==> src/rtl/memory2_if.sv <==
// memory2 pass bundles and the stage interface.
// fwd_* signals exist only when MEM2_FWD_EN is defined.
package memory2_pkg;

  typedef struct packed {
    logic        valid;
    logic [31:0] pc;
    logic [31:0] inst;
    logic [4:0]  rd;
    logic        is_wr_rd;
    logic        is_wr_rd_pc_plus4;
    logic [31:0] pc_plus4;
    logic        is_wr_csr;
    logic [11:0] csr_addr;
    logic        is_ld;
    logic        is_st;
    logic [2:0]  mem_type;
    logic [31:0] va;
    logic [31:0] pa;
    logic [31:0] ex_out;
    logic [31:0] st_data;
  } memory1_memory2_pass_t;

  typedef struct packed {
    logic        valid;
    logic [31:0] pc;
    logic [31:0] inst;
    logic [4:0]  rd;
    logic        is_wr_rd;
    logic        is_wr_rd_pc_plus4;
    logic [31:0] pc_plus4;
    logic        is_wr_csr;
    logic [11:0] csr_addr;
    logic        is_ld;
    logic        is_st;
    logic [2:0]  mem_type;
    logic [31:0] va;
    logic [31:0] pa;
    logic [31:0] ex_mem_out;
    logic [31:0] st_data;
  } memory2_writeback_pass_t;

endpackage

interface memory2_if;
  import memory2_pkg::*;

  logic                    flush;
  logic                    next_rdy_in;
  logic                    rdy_in;
  memory1_memory2_pass_t   pass_in;
  memory2_writeback_pass_t pass_out;
  logic                    dc_resp_valid;
  logic [31:0]             dc_resp_data;
`ifdef MEM2_FWD_EN
  logic                    fwd_valid;
  logic [4:0]              fwd_rd;
  logic [31:0]             fwd_data;
  logic                    fwd_data_ok;

  modport master (
    output flush, next_rdy_in, pass_in,
    output dc_resp_valid, dc_resp_data,
    input  rdy_in, pass_out,
    input  fwd_valid, fwd_rd, fwd_data, fwd_data_ok
  );

  modport slave (
    input  flush, next_rdy_in, pass_in,
    input  dc_resp_valid, dc_resp_data,
    output rdy_in, pass_out,
    output fwd_valid, fwd_rd, fwd_data, fwd_data_ok
  );
`else
  modport master (
    output flush, next_rdy_in, pass_in,
    output dc_resp_valid, dc_resp_data,
    input  rdy_in, pass_out
  );

  modport slave (
    input  flush, next_rdy_in, pass_in,
    input  dc_resp_valid, dc_resp_data,
    output rdy_in, pass_out
  );
`endif

endinterface

==> src/rtl/memory2.sv <==
// Second memory stage: waits for dcache load data, extends it, hands off.
// Optional decode forwarding port enabled by MEM2_FWD_EN.
module memory2
  import memory2_pkg::*;
(
  input logic      clk,
  input logic      rst_n,
  memory2_if.slave bus
);

  typedef enum logic [1:0] {
    IDLE,
    WAIT,
    HAVE,
    DRAIN
  } state_t;

  state_t                  state;
  memory1_memory2_pass_t   r;
  memory2_writeback_pass_t po;
  logic [31:0]             resp_buf;
  logic                    ld_held;
  logic                    m2_flush;
  logic                    m2_stall;
  logic                    load_wait;
  logic [31:0]             word;
  logic [7:0]              byte_v;
  logic [15:0]             half_v;
  logic                    sx;
  logic [31:0]             ld_val;
  logic [31:0]             ex_mem_out;

  assign ld_held   = r.valid & r.is_ld;
  assign m2_flush  = bus.flush | ~r.valid;
  assign load_wait = ld_held & ~bus.flush
                   & (state != HAVE) & ~bus.dc_resp_valid;
  assign m2_stall  = ~bus.next_rdy_in | load_wait
                   | (state == DRAIN);
  assign bus.rdy_in = (m2_flush & (state != DRAIN))
                    | ~m2_stall;

  // Buffered data wins once the response has already gone by.
  assign word = (state == HAVE) ? resp_buf
                                : bus.dc_resp_data;
  assign sx   = ~r.mem_type[2];

  always_comb begin
    byte_v = word[7:0];
    unique case (r.pa[1:0])
      2'd0: byte_v = word[7:0];
      2'd1: byte_v = word[15:8];
      2'd2: byte_v = word[23:16];
      2'd3: byte_v = word[31:24];
      default: byte_v = word[7:0];
    endcase
    half_v = r.pa[1] ? word[31:16] : word[15:0];
    ld_val = word;
    unique case (1'b1)
      (r.mem_type[1:0] == 2'd0):
        ld_val = {{24{sx & byte_v[7]}}, byte_v};
      (r.mem_type[1:0] == 2'd1):
        ld_val = {{16{sx & half_v[15]}}, half_v};
      default:
        ld_val = word;
    endcase
  end

  assign ex_mem_out = r.is_ld ? ld_val : r.ex_out;

  always_comb begin
    po                   = '0;
    po.valid             = ~m2_flush & ~m2_stall;
    po.pc                = r.pc;
    po.inst              = r.inst;
    po.rd                = r.rd;
    po.is_wr_rd          = r.is_wr_rd;
    po.is_wr_rd_pc_plus4 = r.is_wr_rd_pc_plus4;
    po.pc_plus4          = r.pc_plus4;
    po.is_wr_csr         = r.is_wr_csr;
    po.csr_addr          = r.csr_addr;
    po.is_ld             = r.is_ld;
    po.is_st             = r.is_st;
    po.mem_type          = r.mem_type;
    po.va                = r.va;
    po.pa                = r.pa;
    po.ex_mem_out        = ex_mem_out;
    po.st_data           = r.st_data;
  end

  assign bus.pass_out = po;

`ifdef MEM2_FWD_EN
  assign bus.fwd_valid   = ~m2_flush & r.is_wr_rd;
  assign bus.fwd_rd      = r.rd;
  assign bus.fwd_data    = r.is_wr_rd_pc_plus4 ? r.pc_plus4
                                               : ex_mem_out;
  assign bus.fwd_data_ok = ~load_wait;
`endif

  // A flushed load still owes one response; DRAIN swallows it.
  always_ff @(posedge clk) begin
    if (!rst_n) begin
      state    <= IDLE;
      r        <= '0;
      resp_buf <= '0;
    end else begin
      if (bus.rdy_in) r <= bus.pass_in;
      unique case (state)
        IDLE, WAIT: begin
          if (!ld_held) begin
            state <= IDLE;
          end else if (bus.flush) begin
            state <= bus.dc_resp_valid ? IDLE : DRAIN;
          end else if (bus.dc_resp_valid) begin
            if (!bus.next_rdy_in) begin
              state    <= HAVE;
              resp_buf <= bus.dc_resp_data;
            end else begin
              state <= IDLE;
            end
          end else begin
            state <= WAIT;
          end
        end
        HAVE: begin
          if (bus.flush | bus.next_rdy_in) state <= IDLE;
        end
        DRAIN: begin
          if (bus.dc_resp_valid) state <= IDLE;
        end
        default: state <= IDLE;
      endcase
    end
  end

endmodule

==> src/flat_wrapper.sv <==
// flat-port wrapper written by rule: the top's interface ports become plain ports
module memory2_flat import memory2_pkg::*;
  (clk, rst_n, bus_flush, bus_next_rdy_in, bus_pass_in, bus_dc_resp_valid, bus_dc_resp_data, bus_rdy_in, bus_pass_out);
  memory2_if bus_i ();
  input logic clk;
  input logic rst_n;
  input wire logic [$bits(bus_i.flush)-1:0] bus_flush;
  input wire logic [$bits(bus_i.next_rdy_in)-1:0] bus_next_rdy_in;
  input wire logic [$bits(bus_i.pass_in)-1:0] bus_pass_in;
  input wire logic [$bits(bus_i.dc_resp_valid)-1:0] bus_dc_resp_valid;
  input wire logic [$bits(bus_i.dc_resp_data)-1:0] bus_dc_resp_data;
  output wire logic [$bits(bus_i.rdy_in)-1:0] bus_rdy_in;
  output wire logic [$bits(bus_i.pass_out)-1:0] bus_pass_out;
  assign bus_i.flush = bus_flush;
  assign bus_i.next_rdy_in = bus_next_rdy_in;
  assign bus_i.pass_in = bus_pass_in;
  assign bus_i.dc_resp_valid = bus_dc_resp_valid;
  assign bus_i.dc_resp_data = bus_dc_resp_data;
  assign bus_rdy_in = bus_i.rdy_in;
  assign bus_pass_out = bus_i.pass_out;
  memory2 u_core (.clk(clk), .rst_n(rst_n), .bus(bus_i));
endmodule
==> config.mk <==
export PLATFORM = sky130hd
export DESIGN_NAME = memory2_flat
export DESIGN_NICKNAME = d
export VERILOG_FILES = /design/src/rtl/memory2_if.sv /design/src/rtl/memory2.sv /design/src/flat_wrapper.sv
export SDC_FILE = /design/constraint.sdc
export NUM_CORES = 1
export LEC_CHECK = 0
export CAP_MARGIN = 30
export CORE_AREA = 2 2 208 210
export CTS_CLUSTER_DIAMETER = 120
export DETAILED_ROUTE_END_ITERATION = 10
export DIE_AREA = 0 0 210 212
export PLACE_DENSITY = 0.67
export SETUP_SLACK_MARGIN = 0.02
export SLEW_MARGIN = 10
export SYNTH_ARGS = -nofsm -noshare
export SYNTH_HDL_FRONTEND = slang
export SYNTH_SLANG_ARGS = --single-unit
==> constraint.sdc <==
create_clock -name clk -period 2.5 [get_ports clk]
set_input_delay 0.75 -clock clk [delete_from_list [all_inputs] [get_ports clk]]
set_output_delay 0.75 -clock clk [all_outputs]
set_load 0.02 [all_outputs]
Yosys cells after proc, flatten, opt, wreduce, memory -nomap -nowiden
Cells that the tools add are included.
{ "totals": {"ff_bits": 284, "in_bits": 287} }
{ "op_classes": {"n_eq_ne": 11, "n_mux": 13, "bitwise": 20, "n_reduce_logical": 6} }
{ "ops": {"columns": ["op", "count"], "rows": [
  ["32-bit 2-to-1 mux", 2],
  ["32-bit case mux with 2 select lines", 1],
  ["8-bit case mux with 4 select lines", 1],
  ["16-bit 2-to-1 mux", 1],
  ["2-bit 2-to-1 mux", 7],
  ["1-bit bitwise AND", 8],
  ["2-bit == test, second input constant", 4],
  ["2-bit != test, second input constant", 4],
  ["1-bit NOT", 7],
  ["2-bit by 1-bit == test with 1-bit output, second input constant", 3],
  ["2-bit logical NOT", 3],
  ["2-bit case mux with 3 select lines", 1],
  ["1-bit OR", 5],
  ["5-bit AND reduction", 1],
  ["2-bit AND reduction", 1],
  ["2-bit OR reduction", 1]
]} }

Depth between registers and ports, before layout
Gate-level depths: netlist of the first run.
{ "depth": {"word_depth": 8, "ltp_mapped": 7, "mapped_depth_nobuf": 4} }

Worst setup path after synthesis of the first run
No wires, ideal clock.
{ "synth_timing": {"path_kind": "input -> output", "start": "input port bus_dc_resp_data[31]", "end": "output port bus_pass_out[40]", "arrival_ps": 2005, "path_slack_ps": -255, "cell_stages": 4, "n_path_buf": 0, "cell_sequence": "mux2i_1 mux4_2 o311a_4 a21oi_1"} }
{ "synth_via": {"elab_chain_cells": 5} }
{ "synth_lines": {"columns": ["item", "line_no", "source"], "rows": [
  ["from (decl)", "flat_wrapper.sv:11", "input wire logic [$bits(bus_i.dc_resp_data)-1:0] bus_dc_resp_data;"],
  ["32-bit 2-to-1 mux", "memory2.sv:43", "assign word = (state == HAVE) ? resp_buf"],
  ["8-bit case mux with 4 select lines", "memory2.sv:49", "unique case (r.pa[1:0])"],
  ["1-bit bitwise AND", "memory2.sv:60", "ld_val = {{24{sx & byte_v[7]}}, byte_v};"],
  ["32-bit case mux with 2 select lines", "memory2.sv:58", "unique case (1'b1)"],
  ["32-bit 2-to-1 mux", "memory2.sv:68", "assign ex_mem_out = r.is_ld ? ld_val : r.ex_out;"],
  ["to (decl)", "flat_wrapper.sv:13", "output wire logic [$bits(bus_i.pass_out)-1:0] bus_pass_out;"]
]} }
Every way passes these cells.

Final worst setup path of the first run
{ "layout_timing": {"start": "register u_core.r (netlist bit u_core.bus.pass_out[64])", "end": "output port bus_pass_out[41]"} }
{ "layout_via": {"elab_chain_cells": 5, "word_cells_on_any_way": 8, "classes_between": "3 x eq/ne; 3 x mux; 1 x bitwise; 1 x reduce/logical"} }
{ "layout_lines": {"columns": ["item", "line_no", "source"], "rows": [
  ["from (decl)", "memory2.sv:19", "memory1_memory2_pass_t r;"],
  ["from (signal assigned)", "memory2.sv:107", "if (bus.rdy_in) r <= bus.pass_in;"],
  ["2-bit == test, or another cell as far along", "memory2.sv:49", null],
  ["8-bit case mux with 4 select lines (*)", "memory2.sv:49", null],
  ["1-bit bitwise AND (*)", "memory2.sv:60", null],
  ["32-bit case mux with 2 select lines (*)", "memory2.sv:58", null],
  ["32-bit 2-to-1 mux (*)", "memory2.sv:68", null]
]} }
Every way passes the cells marked *; elsewhere a longest branch is shown, timed or not.

==> metrics list, run 1 <==
- The run finished, with violations left.
* Violations in the final reports: slew limit, setup timing
* Synthesized Nets: 1973
* Number of warning messages in the yosys log: 0
- Sequential-to-total area share from yosys stat: 0.394
- Summing over every cut layer, the via total after detailed routing is 13500.
- Share of flip-flops with an asynchronous set or reset after synthesis: 0
* Highest achievable clock rate: 317 MHz
- Dividing the detail-routed wire length by the instance count gives 19.3 microns.
* Core area: 42500 sq um
- Reg clk slew, reported paths: ~0.060 ns
* Slack of the worst reg-to-reg path: 0.14 ns
* DP Wirelength: 33700 microns
- Final min period: around 3.2 ns
- In the detailed route, the total length drawn on met2 is 23800 microns.
- The number of cells on the worst reg-to-reg path is 6.
- The clock tree synthesis step divided the H-tree into 2 levels.
- Pin placement for this block handled 538 I/O pins.
- At the worst endpoint, the arrival time is 2.40 ns.
- Setup violations remaining at the end of the flow were counted as 33.
- Worst min-delay path endpoint: u_core.resp_buf[2]$_SDFFE_PN0P_
- Number of vias per cell after detailed routing: 5.18
- WS Path Type: flip-flop to output pin
* Die Outline Area: 44500 sq um
- Among all stages on the critical path, the largest delay is contributed by mux4_2.
* Least-Margin Pin Slew: ~1.6 ns
* Startpoint of the worst hold path: u_core.resp_buf[2]$_SDFFE_PN0P_
- Relative to the synthesized area, the layout overhead comes to 47.4%.
* FP Rows: 76
- After layout, the design draws a total of ~12 mW.
* Max-capacitance violation count: 0
* Global-route wire length before repair: 75200 microns
- In this run the mean area of a mapped cell was 8.56 sq um.
- DRT Wirelength: 50300 microns
- # hold bufs at CTS: 0
- In the final layout, the share of cells above drive strength 1 is 0.159.
- Once detail routing completed, the nets flagged for antenna violations numbered 0.
- Largest clock skew in the final design: between 0.01 and 0.015 ns
* Number of port buffers: between 500 and 600
- After synthesis, the most frequently instantiated cells are dfxtp_1, o21ai_0, nand3_1, a21boi_0, buf_4.
* Power density normalized to cell area: just under 600 nW/um^2
- Setup repair after global routing missed its margin: true
* Synth area leader: dfxtp_1
- The share of synthesized area in the top cell type comes to 0.394.
* FF-to-FF End: u_core.r[47]$_SDFFE_PN0P_
* Beginning of the worst register-to-register path: u_core.state[1]$_SDFFE_PN0P_
- After synthesis the netlist holds a flip-flop and latch count of 284.
- GR Overflow Total: 0
- The min-delay analysis places its worst path in the category flip-flop to flip-flop.
- Traced cell by cell, the critical path runs through buf_12, mux2i_2, mux4_2, o311a_4, a21oi_2, buf_4.
- The final number of max-transition violations came to 123.
* Clock net sink count: 284
- Wire length the detailed router placed on met1: 20400 microns
- Clock tree root driver cell: clkbuf_16
- DRC errors left: 0
* Uppermost layer routed: met5
- Final cycle utilization of the critical path: 1.26
- The total count of hold-check failures in the final report was 0.
* Type of element launching the critical path: flip-flop
- Across every metal layer, demand over resource in global routing totals 0.215.
* Chip height: 212 microns
* Count of buffer and inverter cells on the critical path: 2
- For this run, the share of the core covered by cells in the final layout is 0.500.
* Critical Path Max Stage Delay: 0.51 ns
* Starting density of the core: 0.339
- The first detailed-routing pass ran for 5 iterations.
- Number of buffers created by CTS: 34
* Synth Flop Type: dfxtp_1
- Number of global-route vias before repair: between 10000 and 15000
* Headroom to the max-slew limit: -0.0962
- For the worst-skew pair, the clock arrives at the later sink with an insertion delay of 0.54 ns.
- Summed over all cells, the static leakage comes to 8.40 nW.
- On the final layout, the worst hold slack is 0.463 ns.
- Final setup margin: -0.654 ns
* Distinct cell type count of the synthesized netlist: 41
* Global placement routability congestion: 0.862
- Pin count of the biggest net entering global routing: 252
- Ranked by total cell area, the synthesized netlist is headed by dfxtp_1, a21boi_0, buf_4, o21ai_0, nand3_1.
* Final total negative setup slack: -18.52 ns
- Total met3 wirelength after detailed routing: 4190 microns
- The clock passes through at most 3 buffers.
* Required time reported for the critical path endpoint: 1.75 ns
- TritonCTS built the clock tree.
- Post-synthesis instance area: 14400 sq um
- The number of antenna violations at the first check in global routing came to 9.
- Post-detailed-placement cell area: 19500 sq um
- dfxtp_1 is the most common cell in the netlist.
- NumNets Final: 2318
- Final design area excluding fillers: 21300 sq um
- Cell count after synthesis: 1686
- Highest fanout seen on the critical path: 8
- After the first detailed-routing iteration, the DRC count stood at 866.
* Crit path capture type: output pin
* EDFF count, synth: 0
* Hold path depth: 2
- Horizontal extent of the die: 210 microns
- Gate family responsible for the most delay along the worst path: multiplexers
- Worst supply voltage drop on vdd: 0.437 mV
cell usage in the layout (no fill, tap or decap), types with 3 or more instances in the layout:
| master | Yosys | final |
|---|---|---|
| a22oi_1 | 7 | 5 |
| clkbuf_8 | 5 | 6 |
| o21ai_0 | 252 | 252 |
| o2111ai_4 | 0 | 10 |
| clkbuf_16 | 0 | 39 |
| buf_4 | 222 | 119 |
| a31o_1 | 7 | 7 |
| nand3_1 | 251 | 251 |
| diode_2 | 0 | 8 |
| buf_2 | 55 | 12 |
| dfxtp_2 | 0 | 4 |
| clkdlybuf4s50_1 | 0 | 478 |
| mux2_2 | 10 | 10 |
| nor2b_1 | 12 | 11 |
| buf_12 | 0 | 27 |
| a21boi_1 | 43 | 43 |
| inv_1 | 4 | 3 |
| nand2_1 | 76 | 75 |
| a21boi_0 | 239 | 239 |
| nand2b_4 | 0 | 8 |
| clkbuf_1 | 98 | 7 |
| mux2i_1 | 28 | 18 |
| o2111ai_2 | 0 | 5 |
| mux2i_2 | 0 | 5 |
| mux2i_4 | 0 | 5 |
| nand2b_1 | 23 | 15 |
| dlygate4sd2_1 | 0 | 22 |
| nor2_1 | 4 | 3 |
| o22ai_1 | 8 | 8 |
| buf_6 | 3 | 26 |
| a21oi_2 | 1 | 8 |
| mux4_2 | 5 | 9 |
| dfxtp_1 | 284 | 278 |
| bufinv_16 | 0 | 3 |
| clkinv_2 | 0 | 3 |
metal layers:
metal / vias to the layer above / track usage
met4: 4 / 0.0954
met1: 6418 / 0.260
met5: - / 0
met3: 103 / 0.0616
met2: 557 / 0.355
li1: 6411 / -
area by class of cell:
type | instances | area [sq um]
clock inverter | 8 | 120
inverter | 4 | 15.0
fill | 3920 | 21200
timing repair buffer | 692 | 6930
clock buffer | 50 | 1030
multi-input combinational | 1015 | 6760
tap | 546 | 683
antenna | 8 | 20.0
sequential | 284 | 5700
worst reg2reg max path: cells and delay by family (launching register included):
family / cells / cell delay [ns]
compound gates: 1 / 0.25
simple gates: 2 / 0.93
buf+inv: 3 / 0.75
flops: 1 / 0.33
stage by stage:
step                      cells  worst slack [ns]
after floorplan            1686            -0.184
after global routing       2605            -0.719
after CTS                  2587            -0.750
final                      2607            -0.654
after detailed placement   2509             -1.33
after global placement     2509             -1.28
worst max path at each step:
stage,slack [ns],end,depth (start not counted),from
global placement,-1.28,bus_pass_out[47],6,bus_dc_resp_data[31]
finish,-0.65,bus_pass_out[41],6,u_core.bus.pass_out[64]$_SDFFE_PN0P_
global route,-0.72,bus_pass_out[41],6,u_core.bus.pass_out[64]$_SDFFE_PN0P_
detailed placement,-1.33,bus_pass_out[45],6,bus_dc_resp_data[31]
CTS,-0.75,bus_pass_out[45],6,u_core.bus.pass_out[64]$_SDFFE_PN0P_
floorplan,-0.18,bus_pass_out[47],4,bus_dc_resp_data[31]
cell families after synthesis:
family,share of synthesized area
buffers and inverters,0.168
AOI/OAI and AO/OA,0.265
and+or+nand+nor,0.130
muxes,0.0423
DFF,0.394
report_power, final:
group	switching [mW]	internal, mW	leakage [nW]
logic	1.04	1.26	5.48
registers	0.124	4.78	2.36
clock network	2.00	3.17	0.562
registers in the layout (all words and copies together), names as in the netlist:
| signal | cells |
|---|---|
| u_core.bus.pass_out | 217 |
| u_core.r | 33 |
| u_core.resp_buf | 32 |
| u_core.state | 2 |
repair_timing:
item / 4_1_cts / 5_1_grt
buffers inserted: 18 / 11
pin swaps: 9 / 7
gates resized for setup: 236 / 23
cloned: 2 / 2
setup endpoints to repair: 41 / 125
No activity file was read; power rests on OpenSTA's default activity.
==> inputs of run 2 (changes only) <==
--- a/config.mk
+++ b/config.mk
@@ -10,7 +10,7 @@
 export CTS_CLUSTER_DIAMETER = 120
 export DETAILED_ROUTE_END_ITERATION = 10
 export DIE_AREA = 0 0 210 212
-export PLACE_DENSITY = 0.67
+export DONT_BUFFER_PORTS = 1
 export SETUP_SLACK_MARGIN = 0.02
 export SLEW_MARGIN = 10
 export SYNTH_ARGS = -nofsm -noshare
==> constraint.sdc (replaced) <==
create_clock -name clk -period 3.95 [get_ports clk]
set_input_delay 1.185 -clock clk [delete_from_list [all_inputs] [get_ports clk]]
set_output_delay 1.185 -clock clk [all_outputs]
set_load 0.02 [all_outputs]
==> run 2 against run 1 <==
The flow now finishes without violations. Total power is 42% lower. Hold slack better by 0.0040 ns. Wire length is 15% lower.
==> metrics list, run 2 (same netlist as run 1, synthesis figures left out) <==
* Run status: finished clean
* Number of nets with antenna violations after routing: 0 (unchanged)
* Leakage power total: 5.46 nW (-35%)
* Count of buffer and inverter cells on the critical path: 1 (-1)
- Commonest non-fill, non-tap cell in the layout: dfxtp_1
- Final total negative setup slack: 0 ns (+18.52 ns)
- Global routing met3 resource utilization: 0.0694 (+0.00783)
- Die Outline Area: 44500 sq um (unchanged)
- The met1 global-route usage came to 0.213 (-0.0463).
- Hold violation count in the final report: 0 (unchanged)
- Largest clock skew in the final design: 0.0191 ns (+0.00573 ns)
- Clock tree root driver cell: clkbuf_16
* Commonest non-fill, non-tap cells in the layout: dfxtp_1, o21ai_0, nand3_1
- FP Rows: 76 (unchanged)
* Number of vias in the routed layout: 11000 (-18%)
* CP max stage cell: dfxtp_1
* # hold bufs at CTS: 0 (unchanged)
* Highest fanout seen on the critical path: 8 (unchanged)
- Worst supply voltage drop on vdd: 0.248 mV (-43%)
* Number of buffers created by CTS: 34 (unchanged)
- The final net count was 1659 (-28%).
- The standard cell core area came to 42500 sq um (unchanged).
- The global-route congestion overflow total is 0 (unchanged).
- Reg clk slew, reported paths: 0.06 ns (about the same)
* Global router's overall resource usage: 0.180 (-0.0348)
* CTS tree: built
- DRT Wirelength: 42600 microns (-15%)
- WS Path Type: flip-flop to output pin
- Antenna violations before repair: 2 (-7)
- Final min period: 3.78 ns
- DRC errors left: 0 (unchanged)
- The sink count of the clock tree is 284 (unchanged).
- Final count of pins violating max slew: 0 (-100%)
- Based on the critical path, the design can be clocked at up to 264 MHz.
- Later-pin clock latency in the skew report: 0.52 ns (-0.02 ns)
- The average routed wire per standard cell was 21.9 microns (+14%).
- Syn-to-layout area delta: -1.29%
- Max reg flops: 217 (unchanged)
- Number of levels the H-tree was split into: 2 (unchanged)
- Global placement routability congestion: 0.921 (+6.8%)
- The wire length of the first global-routing pass is 63300 microns (-16%).
- DP Wirelength: 27500 microns (-18%)
* Gate family responsible for the most delay along the worst path: multiplexers
* Count of pins on the block boundary: 538 (unchanged)
- Crit path capture type: output pin
- The total power density per cell area came to 502 nW/um^2 (-14%).
* Share of post-route cells with drive strength above 1: 0.0823 (-0.0765)
- The biggest cell delay along the critical path is 0.59 ns (+0.08 ns).
- Least-Margin Pin Slew: 1.35 ns (-0.293 ns)
- The max-capacitance violation count came to 0 (unchanged).
* Number of global-route vias before repair: 10500 (-20%)
- The signal on the critical path passes through mux2i_1, mux4_2, o311a_4, a21oi_1, buf_4.
- The number of failing setup endpoints in the final timing report is 0 (-100%).
- Of the available clock period, the critical path in the final layout requires 0.957.
* Number of port buffers: 0 (-100%)
- The width of the die came to 210 microns (unchanged).
* Crit path DAT: 2.60 ns (+0.20 ns)
- Type of the most critical hold path: flip-flop to flip-flop
* Slack of the worst reg-to-reg path: 1.32 ns (+1.18 ns)
- The largest buffer count on any clock path was 3 (unchanged).
- The required time at the endpoint of the critical path was 2.76 ns (+1.01 ns).
* Power after layout: 7.14 mW (-42%)
* Type of element launching the critical path: flip-flop
- The met2 usage was 0.290 (-0.0648).
- The vertical extent of the die is 212 microns (unchanged).
- Setup repair after global routing missed its margin: false
* Starting density of the core: 0.339 (unchanged)
- The layer flagged by global routing as most heavily used is met2.
- The routed via count divided by cell count came to 5.68 (+9.7%).
- Headroom to the max-slew limit: 0.0991 (+0.195)
* Pin count of the biggest net entering global routing: 285 (+13%)
- Detailed-routing iteration count for the pre-antenna-repair pass: 5 (unchanged)
- The initial detailed-routing violation count came to 934 (+7.9%).
-- run 2: final cells by class --
class,count,area [sq um]
Inverter,4,15.0
Clock buffer,51,1010
Antenna cell,2,5.00
Tap cell,546,683
Fill cell,4410,28300
Sequential cell,284,5690
Timing Repair Buffer,33,310
Clock inverter,10,188
Multi-Input combinational cell,1015,6340
-- run 2: stage by stage --
step	hold slack, ns	worst slack [ns]	instance area (sq um)	utilization	std cells
detailed placement	0.463	0.241	13000	0.307	1882
floorplan	0.443	0.325	14400	-	1686
CTS	0.471	0.0385	14200	0.335	1943
global route	0.489	0.0352	14200	0.335	1943
global placement	0.451	0.291	13000	0.307	1882
finish	0.467	0.169	14200	0.335	1945
-- run 2: worst min-delay path, delay by kind of cell (launching register included) --
family / cells / cell delay, ns
compound gates: 1 / 0.06
flops: 1 / 0.31
simple gates: 1 / 0.05
-- run 2: timing repair --
action,4_1_cts,5_1_grt
gates resized for setup,0,2
buffers inserted,0,0
endpoints found under the setup margin,0,14
-- run 2: worst paths after layout --
kind	endpoint	from	depth (start not counted)
worst max-delay path	bus_pass_out[46]	u_core.bus.pass_out[64]$_SDFFE_PN0P_	5
worst min register to register	u_core.resp_buf[3]$_SDFFE_PN0P_	u_core.resp_buf[3]$_SDFFE_PN0P_	2
worst max register to register	u_core.bus.pass_out[128]$_SDFFE_PN0P_	u_core.bus.pass_out[132]$_SDFFE_PN0P_	6
worst min-delay path	u_core.resp_buf[3]$_SDFFE_PN0P_	u_core.resp_buf[3]$_SDFFE_PN0P_	2
-- run 2: where the power goes --
| part | switching [mW] | internal [mW] |
|---|---|---|
| clock | 1.25 | 2.09 |
| sequential | 0.277 | 3.02 |
| combinational | 0.282 | 0.213 |
| total | 1.81 | 5.33 |
-- run 2: layer usage --
metal  routed length [microns]  up-vias  share of wire
met1                     16500     5279           0.39
met4                      1610        0          0.038
met2                     20000      595           0.47
li1                          -     5081              -
met5                         0        -              0
met3                      4460       89           0.10
==> inputs of run 3 (changes only) <==
--- a/config.mk
+++ b/config.mk
@@ -6,10 +6,10 @@
 export NUM_CORES = 1
 export LEC_CHECK = 0
 export CAP_MARGIN = 30
-export CORE_AREA = 2 2 208 210
+export CORE_AREA = 2 2 211 213
 export CTS_CLUSTER_DIAMETER = 120
 export DETAILED_ROUTE_END_ITERATION = 10
-export DIE_AREA = 0 0 210 212
+export DIE_AREA = 0 0 213 215
 export DONT_BUFFER_PORTS = 1
 export SETUP_SLACK_MARGIN = 0.02
 export SLEW_MARGIN = 10
==> run 3 against run 2 <==
Clock skew rose by 0.0043 ns. Largest cell class unchanged. Sequential power barely moved. Setup slack improved by 0.020 ns. Count of clock-buffer cells in the layout fell by 5.
==> metrics list, run 3 (same netlist as run 1, synthesis figures left out) <==
* Number of port buffers: 0 (unchanged)
- Core area: 43600 sq um (+2.7%)
- Count of pins on the block boundary: 538 (unchanged)
- The setup TNS after final layout is 0 ns (unchanged).
* Pin count of the biggest net entering global routing: 285 (unchanged)
* Max reg flops: 217 (unchanged)
* Chip height: 215 microns (+1.4%)
* Run status: finished clean
* Type of element launching the critical path: flip-flop
* Max-capacitance violation count: 0 (unchanged)
- NumNets Final: 1666 (+0.42%)
- DRC violation total after the first TritonRoute iteration: 958 (+2.6%)
* Horizontal extent of the die: 213 microns (+1.4%)
- Headroom to the max-slew limit: 0.0370 (-0.0622)
* Final cycle utilization of the critical path: 0.952 (-0.00515)
- Final count of pins violating max slew: 0 (unchanged)
* Number of endpoints failing setup at the final stage: 0 (unchanged)
* Drt wl/cell: 21.5 microns (-1.6%)
- Number of global-route vias before repair: 10600 (+1.3%)
- Starting density of the core: 0.330 (-0.00884)
- The global-route congestion overflow total came to 0 (unchanged).
- The critical path is of the flip-flop to output pin type.
- The arrival time at the worst endpoint is 2.58 ns (-0.02 ns).
* Worst Reg2Reg Path Length in Cells: 6 (unchanged)
- The post-route minimum period came to 3.76 ns (-0.0203 ns).
- Syn-to-layout area delta: -0.243%
- Number of levels the H-tree was split into: 2 (unchanged)
- Highest achievable clock rate: 266 MHz (+0.54%)
- The clock input transition at the sequential cells of the worst setup and hold paths was 0.06 ns (about the same).
- Share of post-route cells with drive strength above 1: 0.0905 (+0.00814)
- The top cell types in the final layout, fill and taps aside, are dfxtp_1, o21ai_0, nand3_1.
- The number of antenna violations at the first check in global routing came to 1 (-1).
- The static power due to leakage came to 5.54 nW (+1.4%).
* Setup repair after global routing missed its margin: false
- Number of vias per cell after detailed routing: 5.48 (-3.4%)
* Number of buffers created by CTS: 34 (unchanged)
- DRT Wirelength: 43000 microns (+0.95%)
- The sink count of the clock tree is 284 (unchanged).
* Worst supply voltage drop on vdd: 0.304 mV (+22%)
- The half-perimeter wire length after placement is 28200 microns (+2.5%).
* Max clock buf depth: 3 (unchanged)
- CTS tree: built
- The number of detailed-routing iterations run before antenna repair came to 6 (+1).
- The wire length of the first global-routing pass was 63900 microns (+1.0%).
* Type of the most critical hold path: flip-flop to flip-flop
- The count of antenna-violating nets left after detailed routing was 0 (unchanged).
- The later-pin clock latency in the skew report is 0.54 ns (+0.02 ns).
- The count of vias placed by the detailed router is 10900 (-0.91%).
- Hold path depth: 2 (unchanged)
- Power density normalized to cell area: 503 nW/um^2 (+0.27%)
* Global router's overall resource usage: 0.178 (-0.00159)
- The global placer's final weighted congestion was 0.826 (-10%).
- The final routed DRC violation total was 0 (unchanged).
* Tightest hold margin: 0.472 ns (+0.00543 ns)
* Largest clock skew in the final design: 0.0234 ns (+0.00429 ns)
- The required time at the endpoint of the critical path came to 2.76 ns (about the same).
- The die area is 45800 sq um (+2.9%).
- Diodes inserted: 0 (-2)
- The transition time of the tightest slew-check pin was 1.44 ns (+0.0933 ns).
- Commonest non-fill, non-tap cell in the layout: dfxtp_1
- Clock tree root driver cell: clkbuf_16
* FP Rows: 77 (+1.3%)
* Hold violation count in the final report: 0 (unchanged)
* Crit path capture type: output pin
- The highest fanout seen on the critical path was 38 (+30).
-- run 3: cell types whose count changed in the layout (fill, tap and decap cells not counted), sizes merged --
cell	previous run	this run
clkinv	1	5
clkbuf	51	46
diode	2	0
clkinvlp	2	0
buf	33	40
inv	6	8
bufinv	5	6
-- run 3: repair_timing --
action / in CTS / in global routing
gates resized for setup: 1 / 1
hold buffers: 0 / 0
gates cloned: 0 / 0
setup buffers: 0 / 0
setup endpoints to repair: 9 / 1
-- run 3: critical path, stage by stage (launching register included) --
cell and delay, ns:
dfxtp_1 0.43, nand2b_4 0.24, buf_12 0.27, mux4_2 0.60
nand2b_1 0.17, a31o_1 0.31
-- run 3: final cells by class --
| class | count | area [sq um] |
|---|---|---|
| Fill cell | 4518 | 29300 |
| Multi-Input combinational cell | 1015 | 6340 |
| Clock buffer | 46 | 987 |
| Tap cell | 592 | 741 |
| Inverter | 4 | 15.0 |
| Clock inverter | 15 | 240 |
| Sequential cell | 284 | 5690 |
| Timing Repair Buffer | 40 | 375 |
-- run 3: through the flow --
stage	total power [mW]	setup WS, ns	utilization	cells	area, sq um
detailed placement	3.87	0.230	0.301	1935	13200
CTS	7.33	0.0399	0.330	1996	14400
finish	7.24	0.189	0.330	1996	14400
global route	7.51	0.0751	0.330	1996	14400
global placement	3.85	0.273	0.301	1935	13200
floorplan	3.90	0.325	-	1686	14400
-- run 3: path summary, 6_finish.rpt --
check | startpoint | endpoint | slack [ns]
max | u_core.state[0]$_SDFFE_PN0P_ | bus_pass_out[38] | 0.19
min | u_core.resp_buf[17]$_SDFFE_PN0P_ | u_core.resp_buf[17]$_SDFFE_PN0P_ | 0.47
max reg2reg | u_core.bus.pass_out[132]$_SDFFE_PN0P_ | u_core.bus.pass_out[0]$_SDFFE_PN0P_ | 1.30
min reg2reg | u_core.resp_buf[17]$_SDFFE_PN0P_ | u_core.resp_buf[17]$_SDFFE_PN0P_ | 0.47
-- run 3: where the power goes --
group	internal [mW]	switching, mW	total [mW]	leakage, nW
Sequential	3.02	0.276	3.30	2.36
Combinational	0.225	0.281	0.506	2.57
Clock	2.16	1.28	3.43	0.609
Total	5.40	1.83	7.24	5.54
-- run 3: per-layer routing --
| layer | global-route usage | share of wire | routed length, microns | vias up |
|---|---|---|---|---|
| met5 | 0 | 0.00021 | 9 | - |
| met4 | 0.0709 | 0.035 | 1490 | 2 |
| met3 | 0.0663 | 0.10 | 4480 | 77 |
| met2 | 0.297 | 0.48 | 20400 | 517 |
| met1 | 0.205 | 0.39 | 16600 | 5251 |
| li1 | - | - | - | 5097 |
